### config.mk
export PLATFORM = sky130hd
export DESIGN_NAME = seq_shifter
export DESIGN_NICKNAME = d
export VERILOG_FILES = /design/src/rtl/shift_pkg.sv /design/src/rtl/shift_step.sv /design/src/rtl/seq_shifter.sv
export SDC_FILE = /design/constraint.sdc
export NUM_CORES = 1
export LEC_CHECK = 0
export CORE_MARGIN = 2
export CORE_UTILIZATION = 50
export CTS_BUF_LIST = sky130_fd_sc_hd__clkbuf_8
export CTS_CLUSTER_SIZE = 8
export DETAILED_ROUTE_END_ITERATION = 12
export PLACE_DENSITY = 0.77
export SLEW_MARGIN = 5
export SYNTH_ARGS = -nofsm -noshare
export SYNTH_HDL_FRONTEND = slang
export SYNTH_HIERARCHICAL = 1
export SYNTH_SLANG_ARGS = --single-unit
### constraint.sdc
create_clock -name clk -period 2.4 [get_ports clk]
set_clock_uncertainty 0.1 [all_clocks]
set_input_delay 0.72 -clock clk [delete_from_list [all_inputs] [get_ports clk]]
set_output_delay 0.72 -clock clk [all_outputs]
set_load 0.05 [all_outputs]
### src/rtl/shift_pkg.sv
// Shared types for the multi-cycle shift unit.
//   shift_op_t    : shift/rotate function select
//   shift_state_t : sequencing states of seq_shifter
package shift_pkg;

    typedef enum logic [1:0] {
        SHL_FN = 2'b00,
        SHR_FN = 2'b01,
        ROL_FN = 2'b10,
        ROR_FN = 2'b11
    } shift_op_t;

    typedef enum logic [1:0] {
        IDLE  = 2'b00,
        SHIFT = 2'b01,
        DONE  = 2'b10
    } shift_state_t;

endpackage

### src/rtl/shift_step.sv
// Single-bit shift/rotate step, purely combinational.
// Ports:
//   w_i     : current working value
//   op_i    : function select
//   w_o     : value after one step
//   carry_o : bit moved out of the word by this step
module shift_step
    import shift_pkg::*;
#(
    parameter int WIDTH = 8
) (
    input  logic [WIDTH-1:0] w_i,
    input  shift_op_t        op_i,
    output logic [WIDTH-1:0] w_o,
    output logic             carry_o
);

    always_comb begin
        w_o     = w_i;
        carry_o = 1'b0;
        case (op_i)
            SHL_FN: begin
                w_o     = {w_i[WIDTH-2:0], 1'b0};
                carry_o = w_i[WIDTH-1];
            end
            SHR_FN: begin
                w_o     = {1'b0, w_i[WIDTH-1:1]};
                carry_o = w_i[0];
            end
            ROL_FN: begin
                w_o     = {w_i[WIDTH-2:0], w_i[WIDTH-1]};
                carry_o = w_i[WIDTH-1];
            end
            ROR_FN: begin
                w_o     = {w_i[0], w_i[WIDTH-1:1]};
                carry_o = w_i[0];
            end
            default: begin
                w_o     = w_i;
                carry_o = 1'b0;
            end
        endcase
    end

endmodule

### src/rtl/seq_shifter.sv
// Multi-cycle shifter/rotator: one bit position per clock, start/done handshake.
//
//   state | meaning
//   ------+-----------------------------------------------------------
//   IDLE  | waiting for start; the only state in which start is accepted
//   SHIFT | one step per clock, down-counter holds remaining steps
//   DONE  | one cycle; result and flags valid, done asserted
//
// Ports:
//   clk, rst_n   : clock, asynchronous active-low reset
//   start        : request (accepted in IDLE only)
//   data         : operand, sampled on the accepting edge
//   opcode       : SHL/SHR/ROL/ROR
//   shift_count  : number of single-bit steps, sampled on the accepting edge
//   c_in         : carry reported for a zero-step request
//   busy         : high from the accepting edge until back in IDLE
//   done         : one-cycle pulse, result valid
//   shift_out    : registered result
//   Z, C         : zero flag, last bit moved out
module seq_shifter
    import shift_pkg::*;
#(
    parameter int WIDTH   = 8,
    parameter int COUNT_W = 4
) (
    input  logic               clk,
    input  logic               rst_n,
    input  logic               start,
    input  logic [WIDTH-1:0]   data,
    input  shift_op_t          opcode,
    input  logic [COUNT_W-1:0] shift_count,
    input  logic               c_in,
    output logic               busy,
    output logic               done,
    output logic [WIDTH-1:0]   shift_out,
    output logic               Z,
    output logic               C
);

    shift_state_t       state_q, state_d;
    logic [WIDTH-1:0]   w_q, w_d;
    shift_op_t          op_q, op_d;
    logic [COUNT_W-1:0] cnt_q, cnt_d;
    logic [WIDTH-1:0]   shift_out_q, shift_out_d;
    logic               z_q, z_d;
    logic               c_q, c_d;

    logic [WIDTH-1:0]   step_w;
    logic               step_c;
    logic               last_step;
    logic               accept;

    shift_step #(
        .WIDTH(WIDTH)
    ) u_step (
        .w_i     (w_q),
        .op_i    (op_q),
        .w_o     (step_w),
        .carry_o (step_c)
    );

    assign accept    = (state_q == IDLE) && start;
    assign last_step = (state_q == SHIFT) && (cnt_q == COUNT_W'(1));

    // State register
    always_ff @(posedge clk or negedge rst_n) begin
        if (!rst_n) begin
            state_q <= IDLE;
        end else begin
            state_q <= state_d;
        end
    end

    // Next-state logic
    always_comb begin
        state_d = state_q;
        case (state_q)
            IDLE: begin
                if (start) begin
                    state_d = (shift_count == '0) ? DONE : SHIFT;
                end
            end
            SHIFT: begin
                if (cnt_q == COUNT_W'(1)) begin
                    state_d = DONE;
                end
            end
            DONE:    state_d = IDLE;
            default: state_d = IDLE;
        endcase
    end

    // Output decode (all from registered state)
    always_comb begin
        busy = (state_q != IDLE);
        done = (state_q == DONE);
    end

    // Datapath: working register, down-counter, result registers.
    // Result registers load only on entry to DONE, so they hold the last
    // result through IDLE and the next operation.
    always_comb begin
        w_d         = w_q;
        op_d        = op_q;
        cnt_d       = cnt_q;
        shift_out_d = shift_out_q;
        z_d         = z_q;
        c_d         = c_q;
        if (accept) begin
            w_d   = data;
            op_d  = opcode;
            cnt_d = shift_count;
            if (shift_count == '0) begin
                shift_out_d = data;
                z_d         = (data == '0);
                c_d         = c_in;
            end
        end else if (state_q == SHIFT) begin
            w_d   = step_w;
            cnt_d = cnt_q - COUNT_W'(1);
            if (last_step) begin
                shift_out_d = step_w;
                z_d         = (step_w == '0);
                c_d         = step_c;
            end
        end
    end

    always_ff @(posedge clk or negedge rst_n) begin
        if (!rst_n) begin
            w_q         <= '0;
            op_q        <= SHL_FN;
            cnt_q       <= '0;
            shift_out_q <= '0;
            z_q         <= 1'b0;
            c_q         <= 1'b0;
        end else begin
            w_q         <= w_d;
            op_q        <= op_d;
            cnt_q       <= cnt_d;
            shift_out_q <= shift_out_d;
            z_q         <= z_d;
            c_q         <= c_d;
        end
    end

    assign shift_out = shift_out_q;
    assign Z         = z_q;
    assign C         = c_q;

endmodule

==> flow_summary.json <==
{
  "status": "completed",
  "relSlewSlack": 0.658,
  "via_count": 1177,
  "fin_area_um2": 1900,
  "p_leak_nw": 0.821,
  "critPathLaunch": "state_q[1]",
  "grt_use_total": 0.214,
  "reg2reg_depth": 5,
  "yosys-top-cells-count": "dfrtp_1 (26), nand2_1 (16), mux2_4 (15), o21ai_0 (14), mux2_2 (13)",
  "synthToLayoutAreaGrowth_pct": 28.6,
  "clockBufferDepth": 2,
  "ant_nets": 0,
  "tightest_slew_ps": 513,
  "firstDrtPassIters": 4,
  "final_cells": 199,
  "drtIter0Drc": 76,
  "pin_count": 30,
  "p_total_mw": 2.47,
  "layout.nets": 190,
  "hold_viol": 0,
  "grt_setup_unrepaired": "false",
  "insertion_delay_ps": 270,
  "cts_tree": "done",
  "diodes": 0,
  "routed_wl_um": 3300,
  "synth-main-ff-cell": "dfrtp_1",
  "cp-endpoint": "done",
  "ir_drop_mv": 1.16,
  "grt_pass1_wl_um": 5550,
  "placed_cell_area_um2": 1850,
  "io_buffers": 29,
  "numCtsBuffers": 3,
  "finish.utilization": 0.682,
  "synthTopCellsByArea": "dfrtp_1 (44%), mux2_4 (15%), mux2_2 (9.9%), a22oi_1 (5.1%), o21ai_0 (4.7%)",
  "avgSynthCellArea_um2": 11.0,
  "cts.repair.resized": 0,
  "synth_edf_count": 0,
  "synth_area_um2": 1480,
  "ys_warn_count": 6,
  "end_kind": "primary output",
  "layout_min_cycle_time_ps": 2270,
  "drive_above_1_share": 0.274,
  "critPathRequiredTime_ps": 1580,
  "maxCapViolations": 0,
  "routed_via_density": 5.91,
  "ys_ff_latch": 26,
  "antenna_found_initial": 0,
  "postCtsSetupBuffers": 0,
  "whs_ps": 422,
  "worstSetupStartpointType": "flip-flop",
  "post-synth-top-count-cell": "dfrtp_1",
  "synth-seq-area-share": 0.441,
  "dieArea_um2": 3400,
  "hold_buffers": 0,
  "worst-setup-path-type": "reg -> out",
  "drcViolationCount": 0,
  "rows": 19,
  "synth_largest_area_cell": "dfrtp_1",
  "rr_startpoint": "op_q[0]",
  "cp_slowest_cell": "dfrtp_1",
  "crit_chain": "inv_1 > nor2_1 > buf_12",
  "htree_num_levels": 1,
  "rrSetupSlack_ps": 490,
  "start_util": 0.531,
  "power_density_nw_per_um2": 1300,
  "synthCells": 134,
  "finalCritPeriodShare": 0.944,
  "core_um2": 2780,
  "cp_slowest_stage_delay_ps": 610,
  "critPathMaxFanout": 14,
  "wl_per_cell_um": 16.6,
  "overflow": 0,
  "final-setup-viol-count": 0,
  "dpl.hpwl_um": 2420,
  "yosysUniqueCellTypes": 26,
  "async_reset_ff_frac": 1.00,
  "timing.rr.end": "Z",
  "grt_max_degree": 27,
  "grt_pass1_vias": 1178,
  "drv_slew": 0,
  "die_h_um": 58.3,
  "fp.dieW_um": 58.3,
  "dp.cells": 196,
  "yosys.area.top_type_share": 0.441,
  "fmax_ghz": 0.441,
  "hp-class": "reg -> reg",
  "clkTransAtPathRegs_ps": 90,
  "gp_congestion": 0.823,
  "cts.sinks": 26,
  "cts_root_buffer": "clkbuf_8",
  "worstPathArrival_ps": 1450,
  "syn-num-nets": 154
}
## cell usage in the layout, fill, tap and decap left out, types with 3 or more instances in the layout
master,count
clkdlybuf4s50_1,27
dfrtp_1,26
nand2_1,16
mux2_4,15
o21ai_0,14
mux2_2,13
a22oi_1,10
buf_4,10
inv_1,5
nor2_1,4
nor4_1,4
a21oi_1,3
clkbuf_8,3
## final cells by class
class                      instances  area, um2
clock buffer                       3       41.3
sequential                        26        651
multi-input combinational         95        763
inverter                           5       18.8
fill                             204        883
tap                               31       38.8
timing repair buffer              39        385
## worst max-delay path: cells and delay by family (launching register included)
kind	cells	cell delay, ps
and+or+nand+nor	1	230
DFF	1	610
buffers and inverters	2	340
## cells by family after synthesis
family / Yosys count / share of synthesized area
compound gates: 32 / 0.136
mux: 28 / 0.252
buf+inv: 13 / 0.0466
fa+ha+maj: 2 / 0.0169
simple gates: 33 / 0.108
flops: 26 / 0.441
## sequential cells by signal, indices dropped and copies added, names as in the netlist
name,cells
state_q,2
cnt_q,4
C,1
op_q,2
shift_out,8
w_q,8
Z,1
## metal layers
layer	vias up	share of wire	track usage
met5	-	0	0
met4	0	0.021	0.0831
met3	10	0.057	0.0308
met2	43	0.47	0.339
met1	571	0.46	0.297
li1	553	-	-
## report_power, final
group          total [mW]  switching [mW]  leakage, nW  internal, mW
Clock               0.242           0.129       0.0216         0.112
Sequential          0.834           0.204        0.324         0.630
Combinational        1.40           0.700        0.476         0.695
## worst min-delay path by stage
stage | depth (start not counted) | slack [ps] | to | from
6_report | 1 | 420 | shift_out[2] | shift_out[2]
5_1_grt | 1 | 430 | shift_out[3] | shift_out[3]
3_3_place_gp | 2 | 390 | w_q[1] | w_q[1]
3_5_place_dp | 1 | 390 | shift_out[7] | shift_out[7]
2_1_floorplan | 0 | 320 | C | rst_n
4_1_cts | 1 | 420 | shift_out[2] | shift_out[2]
## stage by stage
step,worst slack [ps],setup TNS (ps)
6_report,134,0
5_1_grt,8.29,0
4_1_cts,102,0
3_5_place_dp,-180,-1370
3_3_place_gp,-96.4,-742
2_1_floorplan,169,0
No activity file was read; power rests on OpenSTA's default activity.
